==> src/rtl/joy_resp_pkg.sv <==
// Shared types and default sizes for the DB15 joystick responder.
// Build option JOY_RESP_TIMEOUT_EN adds a shift-phase inactivity abort.
package joy_resp_pkg;

  localparam int BTN_W_DEF       = 12;
  localparam int TIMEOUT_CYC_DEF = 4096;

  typedef enum logic [1:0] {
    ST_IDLE,
    ST_LOAD,
    ST_SHIFT,
    ST_DONE
  } joy_state_e;

endpackage

==> src/rtl/joy_db15_responder_sync_edge.sv <==
// Two-flop synchronizer with rise/fall detect on the synchronized level.
// Resets to a high level so an idle host line never looks like an edge.
module sync_edge (
  input  logic clk,
  input  logic rst_n,
  input  logic d_i,
  output logic lvl_o,
  output logic rise_o,
  output logic fall_o
);

  logic s1_q, s1_d;
  logic s2_q, s2_d;
  logic s3_q, s3_d;

  always_comb begin
    s1_d = d_i;
    s2_d = s1_q;
    s3_d = s2_q;
  end

  always_ff @(posedge clk or negedge rst_n) begin
    if (!rst_n) begin
      s1_q <= 1'b1;
      s2_q <= 1'b1;
      s3_q <= 1'b1;
    end else begin
      s1_q <= s1_d;
      s2_q <= s2_d;
      s3_q <= s3_d;
    end
  end

  assign lvl_o  = s2_q;
  assign rise_o = s2_q & ~s3_q;
  assign fall_o = ~s2_q & s3_q;

endmodule

==> src/rtl/joy_db15_responder.sv <==
// DB15 two-player joystick shift-register responder for a host poller.
// Define JOY_RESP_TIMEOUT_EN to abort a stalled shift after TIMEOUT_CYC.
module joy_db15_responder
  import joy_resp_pkg::*;
#(
  parameter int BTN_W       = BTN_W_DEF,
  parameter int TIMEOUT_CYC = TIMEOUT_CYC_DEF
) (
  input  logic             CLK,
  input  logic             I_RESET_L,
  input  logic [BTN_W-1:0] I_BTN_P1,
  input  logic [BTN_W-1:0] I_BTN_P2,
  input  logic             JOY_CLK,
  input  logic             JOY_LOAD,
  output logic             JOY_DATA,
  output logic             O_BUSY
);

  localparam int FL = 2 * BTN_W;
  localparam int CW = $clog2(FL + 1);
  localparam logic [CW-1:0] FL_C = CW'(FL);

  logic jclk_rise;
  logic load_lvl;
  logic load_rise;

  sync_edge u_sync_clk (
    .clk    (CLK),
    .rst_n  (I_RESET_L),
    .d_i    (JOY_CLK),
    .lvl_o  (),
    .rise_o (jclk_rise),
    .fall_o ()
  );

  sync_edge u_sync_load (
    .clk    (CLK),
    .rst_n  (I_RESET_L),
    .d_i    (JOY_LOAD),
    .lvl_o  (load_lvl),
    .rise_o (load_rise),
    .fall_o ()
  );

  joy_state_e     state_q, state_d;
  logic [FL-1:0]  sr_q, sr_d;
  logic [CW-1:0]  cnt_q, cnt_d;
  logic           data_q, data_d;
  logic [FL-1:0]  frame;
  logic [CW-1:0]  cnt_inc;

`ifdef JOY_RESP_TIMEOUT_EN
  localparam int TW = $clog2(TIMEOUT_CYC + 1);
  localparam logic [TW-1:0] TMO_LAST = TW'(TIMEOUT_CYC - 1);
  logic [TW-1:0] tmo_q, tmo_d;
`endif

  assign frame   = ~{I_BTN_P2, I_BTN_P1};
  assign cnt_inc = cnt_q + 1'b1;

  always_comb begin
    state_d = state_q;
    sr_d    = sr_q;
    cnt_d   = cnt_q;
    data_d  = data_q;
`ifdef JOY_RESP_TIMEOUT_EN
    tmo_d   = '0;
`endif
    // A low load strobe wins over everything, including a clock edge.
    if (!load_lvl) begin
      state_d = ST_LOAD;
      sr_d    = frame;
      cnt_d   = '0;
      data_d  = frame[0];
    end else begin
      unique case (state_q)
        ST_IDLE: begin
          data_d = 1'b1;
        end
        ST_LOAD: begin
          data_d = sr_q[0];
          if (load_rise) begin
            state_d = ST_SHIFT;
          end
        end
        ST_SHIFT: begin
          if (jclk_rise && cnt_q != FL_C) begin
            sr_d  = {1'b1, sr_q[FL-1:1]};
            cnt_d = cnt_inc;
            if (cnt_inc == FL_C) begin
              state_d = ST_DONE;
              data_d  = 1'b1;
            end else begin
              data_d = sr_q[1];
            end
          end
`ifdef JOY_RESP_TIMEOUT_EN
          if (!jclk_rise) begin
            if (tmo_q == TMO_LAST) begin
              state_d = ST_IDLE;
              data_d  = 1'b1;
            end else begin
              tmo_d = tmo_q + 1'b1;
            end
          end
`endif
        end
        ST_DONE: begin
          data_d = 1'b1;
        end
        default: begin
          state_d = ST_IDLE;
          data_d  = 1'b1;
        end
      endcase
    end
  end

  always_ff @(posedge CLK or negedge I_RESET_L) begin
    if (!I_RESET_L) begin
      state_q <= ST_IDLE;
      sr_q    <= '1;
      cnt_q   <= '0;
      data_q  <= 1'b1;
`ifdef JOY_RESP_TIMEOUT_EN
      tmo_q   <= '0;
`endif
    end else begin
      state_q <= state_d;
      sr_q    <= sr_d;
      cnt_q   <= cnt_d;
      data_q  <= data_d;
`ifdef JOY_RESP_TIMEOUT_EN
      tmo_q   <= tmo_d;
`endif
    end
  end

  assign JOY_DATA = data_q;
  assign O_BUSY   = (state_q == ST_LOAD) || (state_q == ST_SHIFT);

endmodule

==> config.mk <==
export PLATFORM = sky130hd
export DESIGN_NAME = joy_db15_responder
export DESIGN_NICKNAME = d
export VERILOG_FILES = /design/src/rtl/joy_resp_pkg.sv /design/src/rtl/joy_db15_responder_sync_edge.sv /design/src/rtl/joy_db15_responder.sv
export SDC_FILE = /design/constraint.sdc
export NUM_CORES = 1
export LEC_CHECK = 0
export ABC_AREA = 1
export CAP_MARGIN = 20
export CORE_MARGIN = 4
export CORE_UTILIZATION = 35
export CTS_CLUSTER_SIZE = 14
export DETAILED_ROUTE_END_ITERATION = 6
export MAX_ROUTING_LAYER = met4
export PLACE_DENSITY_LB_ADDON = 0.2
export REMOVE_ABC_BUFFERS = 1
export SLEW_MARGIN = 20
export SYNTH_ARGS = -nofsm -noshare
export SYNTH_HDL_FRONTEND = slang
export SYNTH_SLANG_ARGS = --single-unit
==> constraint.sdc <==
create_clock -name CLK -period 1.8 [get_ports CLK]
set_clock_uncertainty 0.1 [all_clocks]
set_input_delay 0.36 -clock CLK [delete_from_list [all_inputs] [get_ports CLK]]
set_output_delay 0.36 -clock CLK [all_outputs]
set_load 0.01 [all_outputs]
[Yosys cells after proc, flatten, opt, wreduce, memory -nomap -nowiden]
Cells that the tools add are included.
Word-level totals
  logic and storage cells: 48
  output and inout bits: 2
  input port bits: 28
  register bits: 38
Operators by class
  bitwise operators: 5
  multiplexer cells: 15
  equality and inequality tests: 11
  add/sub/neg operators: 1
  reductions and logical operators: 6
Operators with widths (count)
  $mux 24: 3
  $not 24->24: 1
  $mux 5: 3
  $ne 3x3->1 const B: 4
  $mux 2: 4
  $add 5x1->5 const B: 1
  $eq 5x5->1 const B: 1
  $ne 5x5->1 const B: 1
  $eq 2x2->1 const B: 2
  $ne 2x2->1 const B: 2
  $pmux 2 s2: 1
  $reduce_and 4->1: 1
  $mux 1: 3
  $pmux 1 s3: 1
  $and 1x1->1: 2
  $eq 2x1->1 const B: 1
  $logic_not 2->1: 1
  $not 1->1: 2
  $reduce_and 2->1: 1
  $reduce_or 2->1: 1
  $logic_and 1x1->1: 1
  $logic_or 1x1->1: 1

[Logic depth before layout (Yosys ltp)]
Gate-level depths: netlist of the first run.
  word-level depth: 6
  gate-level depth with buffers: 11
  gate-level depth less buffers: 11

[By module]
From an unflattened synthesis of the first run, not the netlist that was laid out.
Second synthesis, totals
  cell total of the unflattened synthesis: 213
  area total of the unflattened synthesis: 1953.1 µm²
By module, submodules not included
  joy_db15_responder: area an instance 1765.4 µm², times used 1, cells each 199
  sync_edge: area an instance 93.8 µm², times used 2, cells each 7

[Least setup slack after synthesis of the first run]
Ideal clock, no wire load.
  kind: register to register
  start point: reg state_q[0]
  end point: reg sr_q[1]
  setup time: 0.087 ns
  path slack: 0.272 ns
  arrival: 1.340 ns
  path buffers: 1
  cell stages (with the launch flop): 9
  data required time: 1.613 ns
  cells stage by stage: dfrtp_1 > inv_1 > ha_1 > or2_1 > nand2_4 > inv_2 > buf_6 > o211ai_1 > o21ai_0
Between the ends
  word-level cells in the longest chain between the ends: 3
Ends and longest elaborated chain
  from (decl): RTL line joy_db15_responder.sv:45  | joy_state_e state_q, state_d;
  from (signal assigned): RTL line joy_db15_responder.sv:129  | state_q <= state_d;
  $eq 2x2->1: RTL line joy_db15_responder.sv:76  | unique case (state_q)
  $ne 2x2->1 (no source line)
  $reduce_and 2->1 (no source line)
  to (signal assigned): RTL line joy_db15_responder.sv:130  | sr_q <= sr_d;
  to (decl): RTL line joy_db15_responder.sv:46  | logic [FL-1:0] sr_q, sr_d;
No other way between the ends.
A chain may end at the register's enable or synchronous reset.

[Worst setup path in the final report of the first run]
  start point: reg cnt_q[0]
  end point: reg cnt_q[0]
Between the ends
  word-level cells in the longest chain between the ends: 4
  elaborated cells between the ends (all ways): 8
  classes of those cells: add/sub: 1; eq/ne: 2; mux: 3; reduce/logical: 2
Ends and longest elaborated chain
  from (decl): RTL line joy_db15_responder.sv:47  | logic [CW-1:0] cnt_q, cnt_d;
  from (signal assigned): RTL line joy_db15_responder.sv:131  | cnt_q <= cnt_d;
  $add 5x1->5 / $ne 5x5->1 (equally long branches): RTL line joy_db15_responder.sv:59, joy_db15_responder.sv:87
  $mux 5 / $logic_and 1x1->1 (equally long branches): RTL line joy_db15_responder.sv:87  | if (jclk_rise && cnt_q != FL_C) begin
  $mux 5 / $ne 2x2->1 (equally long branches)
  $mux 5 / $reduce_and 2->1 (equally long branches)
Parallel ways exist; a longest one is shown, timed or not. The select of a mux whose other input is x is not followed.

==> qor.txt, run 1 <==
Outcome -> completed
Hold slack -> 205.1 ps
Num ports -> 30
Root Buffer -> clkbuf_8
Vias in the first global route -> 1,316
Max_cap viols -> 0
Highest Clock Rate -> 613.0 MHz
Xor/xnor cell area share of the yosys netlist -> 0%
Crit. End Element -> flip-flop
PwrDens -> 1147 nW/um^2
Worst rel slew slack -> 71.25%
Share of cells above drive strength 1 -> 22.18%
Final WL -> 3.330 mm
Peak supply drop -> 0.0004814 V
Slew @ Worst Pin -> 431.3 ps
CTS tree -> yes
Clock power share -> 23.5%
First-pass GRT wire length -> 5.789 mm
Filler Cell Count -> 490
Register area -> 989.7 sq um
Max FO, Critical Path -> 12
Via count -> 1,387
Int Pwr -> 1.815 mW
RSZ-0062 raised after global routing -> false
GR Layer Usage met2 -> 17.61%
Mean area per synthesized cell -> 8.740 sq um
Largest net degree at the start of global routing -> 48
Final hold vios -> 0
Leakage -> 0.9710 nW
Hold WC Path Type -> input port to asynchronous set/reset pin
# diodes -> 0
Die area -> 6356 sq um
Core Footprint -> 4848 sq um
Post-route design area -> 2260 sq um
Dpl hpwl -> 2.266 mm
Total GRT Usage -> 12.01%
Final Max Slew Viols -> 0
Die Y-Extent -> 79.73 um
Flops & latches, synth -> 38
Wire per inst -> 10.88 um
Final nets -> 271
Fin crit share -> 90.63%
Sequential power share -> 51.3%
Worst setup path category -> flip-flop to flip-flop
Cell Area, Synth -> 1800 sq um
Multi-input combinational cell area -> 691.9 sq um
Minimum clock period -> 1631 ps
Mapped Cells -> 206
DRC viols -> 0
Net Sw Frac -> 29.95%
Share of total power in combinational logic -> 25.2%
CTS Buffer Depth -> 2
Compound-Gate Fraction of Synth Area -> 16.26%
Psw -> 0.7763 mW
H-Tree Level Count -> 2
Mux contribution to synthesized area -> 0%
1st-pass router iterations -> 4
Gpl congestion -> 0.7465
Post-synthesis adder-cell area fraction -> 3.475%
Die span in x -> 79.73 um
Vias per inst -> 4.533
Post-route ant nets -> 0
Worst-Skew Late Latency -> 290 ps
Sequential area share after synthesis -> 54.97%
Worst Path Required -> 1910 ps
Largest family of logic cells by synthesized area -> simple AND/OR/NAND/NOR gates
Total global routing overflow -> 0
Met3 Use GR -> 2.483%
Setup TNS Final -> 0 ps
Area delta synth->final -> 25.50%
CTS buffer count -> 5
FP Rows -> 25
M1 GR Usage -> 15.24%
Startpoint Class -> flip-flop
PortBufs -> 29
Worst Path Arrival -> 1740 ps
Syn. warnings -> 0
Simple-gate share of the synthesized area -> 18.69%
Antenna violations before repair -> 0
Drt initial violations -> 77
Initial cell density of the core -> 37.14%
Netlist cell types -> 22
GRT Max-Usage Layer -> met2
Clock Pin Slew Worst Setup and Hold Paths -> 80 ps
Clock sink count -> 38
Post-placement cell area -> 2168 sq um
Final setup viols -> 0
[cells by family (layout without fill, tap and decap cells)]
group / count (synthesis) / count (layout)
AOI/OAI and AO/OA: 58 / 58
adders and majority gates: 5 / 5
DFF: 38 / 38
and+or+nand+nor: 80 / 80
buffers and inverters: 25 / 58
[cell usage after synthesis]
library cell	instances	share of area, %
clkbuf_2	1	0.28
dfstp_2	31	45
inv_1	12	2.5
buf_6	2	1.3
o211ai_1	1	0.42
nand4_1	3	1.0
clkbuf_1	3	0.63
buf_2	4	1.1
o21ai_1	4	1.1
ha_1	5	3.5
a21oi_1	8	2.2
nand3b_1	1	0.42
nand2_4	1	0.63
nand2_1	60	13
dfrtp_1	7	9.7
or2_1	1	0.35
nand2_2	2	0.69
o21ai_0	45	13
nor2_1	4	0.83
nand3_1	8	2.2
buf_4	1	0.42
inv_2	2	0.42
[power by group through the flow]
| stage | sequential [mW] | clock (mW) | combinational [mW] |
|---|---|---|---|
| after floorplan | 1.33 | 0 | 0.406 |
| after global placement | 1.34 | 0 | 0.672 |
| after detailed placement | 1.34 | 0 | 0.681 |
| after CTS | 1.33 | 0.639 | 0.664 |
| after global routing | 1.37 | 0.663 | 0.766 |
| final | 1.33 | 0.609 | 0.653 |
[path summary, 6_finish.rpt]
path	start	end	slack (ps)	cells after the start
min in group CLK	u_sync_clk.s1_q$_DFF_PN1_	u_sync_clk.lvl_o$_DFF_PN1_	260	0
setup / recovery	cnt_q[0]$_DFFE_PN0P_	cnt_q[0]$_DFFE_PN0P_	170	9
hold reg to reg	u_sync_clk.s1_q$_DFF_PN1_	u_sync_clk.lvl_o$_DFF_PN1_	260	0
max in group asynchronous	I_RESET_L	sr_q[0]$_DFFE_PN1P_	1170	2
hold / removal	I_RESET_L	sr_q[21]$_DFFE_PN1P_	210	1
setup reg to reg	cnt_q[0]$_DFFE_PN0P_	cnt_q[0]$_DFFE_PN0P_	170	9
[worst max-delay path, stage by stage, from the launching register on]
cell and delay [ps]:
dfrtp_1 390, inv_1 60, ha_1 190, nand4_1 80, nand3b_1 130, nand2_2 100
nand2_4 100, inv_2 170, nand2_1 90, o21ai_0 150
[layout make-up]
class | count | area share (%)
sequential | 38 | 43.80
multi-input combinational | 143 | 30.62
timing repair buffer | 36 | 15.39
tap | 67 | 3.710
clock buffer | 6 | 3.654
inverter | 14 | 2.326
clock inverter | 2 | 0.4983
[per-stage QoR]
stage	setup WS [ps]	util [%]	cells	total power, mW
6_report	168.7	46.61	306	2.592
5_1_grt	13.08	46.61	306	2.797
4_1_cts	20.05	46.61	306	2.634
3_5_place_dp	74.09	44.72	298	2.023
3_3_place_gp	90.95	44.72	298	2.014
2_1_floorplan	-350.2	-	195	1.736
[sequential cells by signal, summed over array words and instances, names as in the netlist]
name,count
u_sync_clk.lvl_o,1
sr_q,24
u_sync_clk.s1_q,1
JOY_DATA,1
u_sync_load.s3_q,1
state_q,2
u_sync_clk.s3_q,1
cnt_q,5
u_sync_load.lvl_o,1
u_sync_load.s1_q,1
[layer usage]
layer / vias to the layer above / routed length, um
li1: 738 / -
met1: 617 / 1690
met2: 25 / 1424
met3: 7 / 131
met4: 0 / 84
met5: - / 0
[what timing repair did]
item                                    CTS  global route
endpoints found under the hold margin     0             0
hold buffers                              0             0
buffers inserted                          0             0
endpoints found under the setup margin    2            15
gates resized for setup                   2             3
[layout by cell type, fill, tap and decap left out, types with 5 or more instances in the layout]
master	synthesis	final
nand2_1	60	60
o21ai_0	45	45
dfstp_2	31	31
clkdlybuf4s50_1	0	26
inv_1	12	12
a21oi_1	8	8
nand3_1	8	8
dfrtp_1	7	7
clkbuf_8	0	6
ha_1	5	5
buf_4	1	5
Power figures use the tool's default switching activity.
==> run 2: changes to the inputs <==
PLACE_DENSITY = 0.64   (was unset)
PLACE_DENSITY_LB_ADDON = unset   (was 0.2)
==> qor.txt, run 2 (same netlist as run 1, synthesis figures left out) <==
Vias in the first global route -> 1,381 (+4.9%)
Vias per inst -> 4.542 (+0.22%)
Crit Reg-Reg Startpoint -> cnt_q[0]$_DFFE_PN0P_
Filler Cell Count -> 485 (-1.0%)
Reg-to-reg setup timing slack -> 150 ps (-20 ps)
Worst Path Arrival -> 1770 ps (+30 ps)
Post-route ant nets -> 0 (unchanged)
CTS buffer count -> 5 (unchanged)
PwrDens -> 1247 nW/um^2 (+8.7%)
# hold bufs at CTS -> 0 (unchanged)
Largest net degree at the start of global routing -> 39 (-19%)
Core Footprint -> 4848 sq um (unchanged)
Worst reg-to-reg path cell count -> 9 (unchanged)
Die Y-Extent -> 79.73 um (unchanged)
Dpl hpwl -> 2.354 mm (+3.9%)
Flip-flop count of the largest register, all copies and words added -> 24 (unchanged)
Peak supply drop -> 0.0005041 V (+4.7%)
Total GRT Usage -> 12.32% (+0.31 points)
Hold WC Path Type -> input port to asynchronous set/reset pin
RSZ-0062 raised after global routing -> false
Clock sink count -> 38 (unchanged)
Drt initial violations -> 96 (+25%)
Clock Pin Slew Worst Setup and Hold Paths -> 70 ps (about the same)
FP Rows -> 25 (unchanged)
Crit. End Element -> flip-flop
Die area -> 6356 sq um (unchanged)
Via count -> 1,390 (+0.22%)
Leakage -> 0.9861 nW (+1.6%)
Antenna violations before repair -> 0 (unchanged)
Share of cells above drive strength 1 -> 22.59% (+0.42 points)
Finished Layout Cells -> 306 (unchanged)
Total global routing overflow -> 0 (unchanged)
Fin crit share -> 91.79% (+1.2 points)
Max FO, Critical Path -> 12 (unchanged)
Worst setup path category -> flip-flop to flip-flop
1st-pass router iterations -> 4 (unchanged)
H-Tree Level Count -> 2 (unchanged)
Commonest non-fill, non-tap cells in the layout -> 60 x nand2_1, 45 x o21ai_0, 31 x dfstp_2
DP Cell Count -> 298 (unchanged)
Worst Path Required -> 1920 ps (about the same)
Gpl congestion -> 0.7610 (+1.9%)
Final WL -> 3.342 mm (+0.36%)
DRC viols -> 0 (unchanged)
Regs by FF count -> sr_q (24), cnt_q (5), state_q (2)
Worst rel slew slack -> 69.11% (-2.1 points)
Initial cell density of the core -> 37.14% (unchanged)
Root Buffer -> clkbuf_8
Max_cap viols -> 0 (unchanged)
Area delta synth->final -> 27.80%
Biggest register -> sr_q
Num ports -> 30 (unchanged)
Wire per inst -> 10.92 um (+0.36%)
Startpoint Class -> flip-flop
Reg2Reg Capture Point -> sr_q[0]$_DFFE_PN1P_
Highest Clock Rate -> 605.3 MHz (-1.3%)
Outcome -> completed
CTS Buffer Depth -> 2 (unchanged)
PortBufs -> 29 (unchanged)
Die span in x -> 79.73 um (unchanged)
Worst-Skew Late Latency -> 290 ps (about the same)
Most common cell after layout, fill and taps aside -> nand2_1
Minimum clock period -> 1652 ps (+20.86 ps)
Slew @ Worst Pin -> 463.4 ps (+32.08 ps)
Final nets -> 271 (unchanged)
Final hold vios -> 0 (unchanged)
Final Max Slew Viols -> 0 (unchanged)
Setup TNS Final -> 0 ps (unchanged)
# diodes -> 0 (unchanged)
CTS tree -> yes
First-pass GRT wire length -> 6.009 mm (+3.8%)
Final setup viols -> 0 (unchanged)
run 2: changes by cell type in the layout (fill, tap and decap cells not counted), sizes merged:
cell | previous run | this run
bufinv | 0 | 2
inv | 15 | 14
clkinv | 1 | 0
run 2: how the worst max path moves through the flow:
stage	start	to	slack (ps)	depth (start not counted)
floorplan	u_sync_load.lvl_o$_DFF_PN1_	sr_q[1]$_DFFE_PN1P_	-350	6
finish	cnt_q[0]$_DFFE_PN0P_	sr_q[0]$_DFFE_PN1P_	150	9
detailed placement	state_q[0]$_DFFE_PN0P_	O_BUSY	70	4
global placement	state_q[0]$_DFFE_PN0P_	O_BUSY	90	4
global route	cnt_q[0]$_DFFE_PN0P_	sr_q[0]$_DFFE_PN1P_	0.3	9
CTS	state_q[0]$_DFFE_PN0P_	O_BUSY	10	4
run 2: metrics by stage:
step	power (mW)	util (%)	hold WS, ps	cell area, sq um	setup WS [ps]
floorplan	1.736	-	-35.59	1734	-350.2
global placement	2.005	44.46	246.6	2156	85.43
detailed placement	2.022	44.46	246.8	2156	71.43
CTS	2.908	47.35	16.20	2296	14.33
global route	3.072	47.46	45.59	2301	0.3182
finish	2.868	47.46	6.199	2301	147.8
run 2: worst max-delay path: stages (launching register included):
cell,delay (ps)
dfrtp_2,410
inv_1,50
ha_1,200
nand4_1,100
nand3b_1,120
nand2_2,90
nand2_4,100
inv_2,170
nand2_1,90
o21ai_0,140
run 2: layer usage:
metal,wire length (um),track usage (%)
met3,142,3.612
met4,49,4.124
met1,1586,14.37
met5,0,-
met2,1564,20.37
run 2: repair_timing:
action,CTS,global route
resized for setup,2,5
setup endpoints to repair,2,19
cloned,0,0
buffers inserted,0,0
run 2: final cells by class:
class | count | area [sq um] | share of cell area [%]
Inverter | 14 | 52.55 | 2.284
Clock inverter | 2 | 60.06 | 2.610
Sequential cell | 38 | 991.0 | 43.07
Timing Repair Buffer | 36 | 339.1 | 14.74
Multi-Input combinational cell | 143 | 691.9 | 30.07
Clock buffer | 6 | 82.58 | 3.589
Tap cell | 67 | 83.83 | 3.643
run 2: power by group:
group	internal, mW	switching [mW]	total (mW)
Sequential	1.21	0.128	1.34
Combinational	0.291	0.355	0.646
Clock	0.591	0.292	0.883
Total	2.09	0.775	2.87
==> run 3: changes to the inputs <==
CTS_CLUSTER_SIZE = 25   (was 14)
SLEW_MARGIN = 40   (was 20)
==> results of run 3 <==
Same layout as run 2: the final DEF is identical, and so are final timing and power.
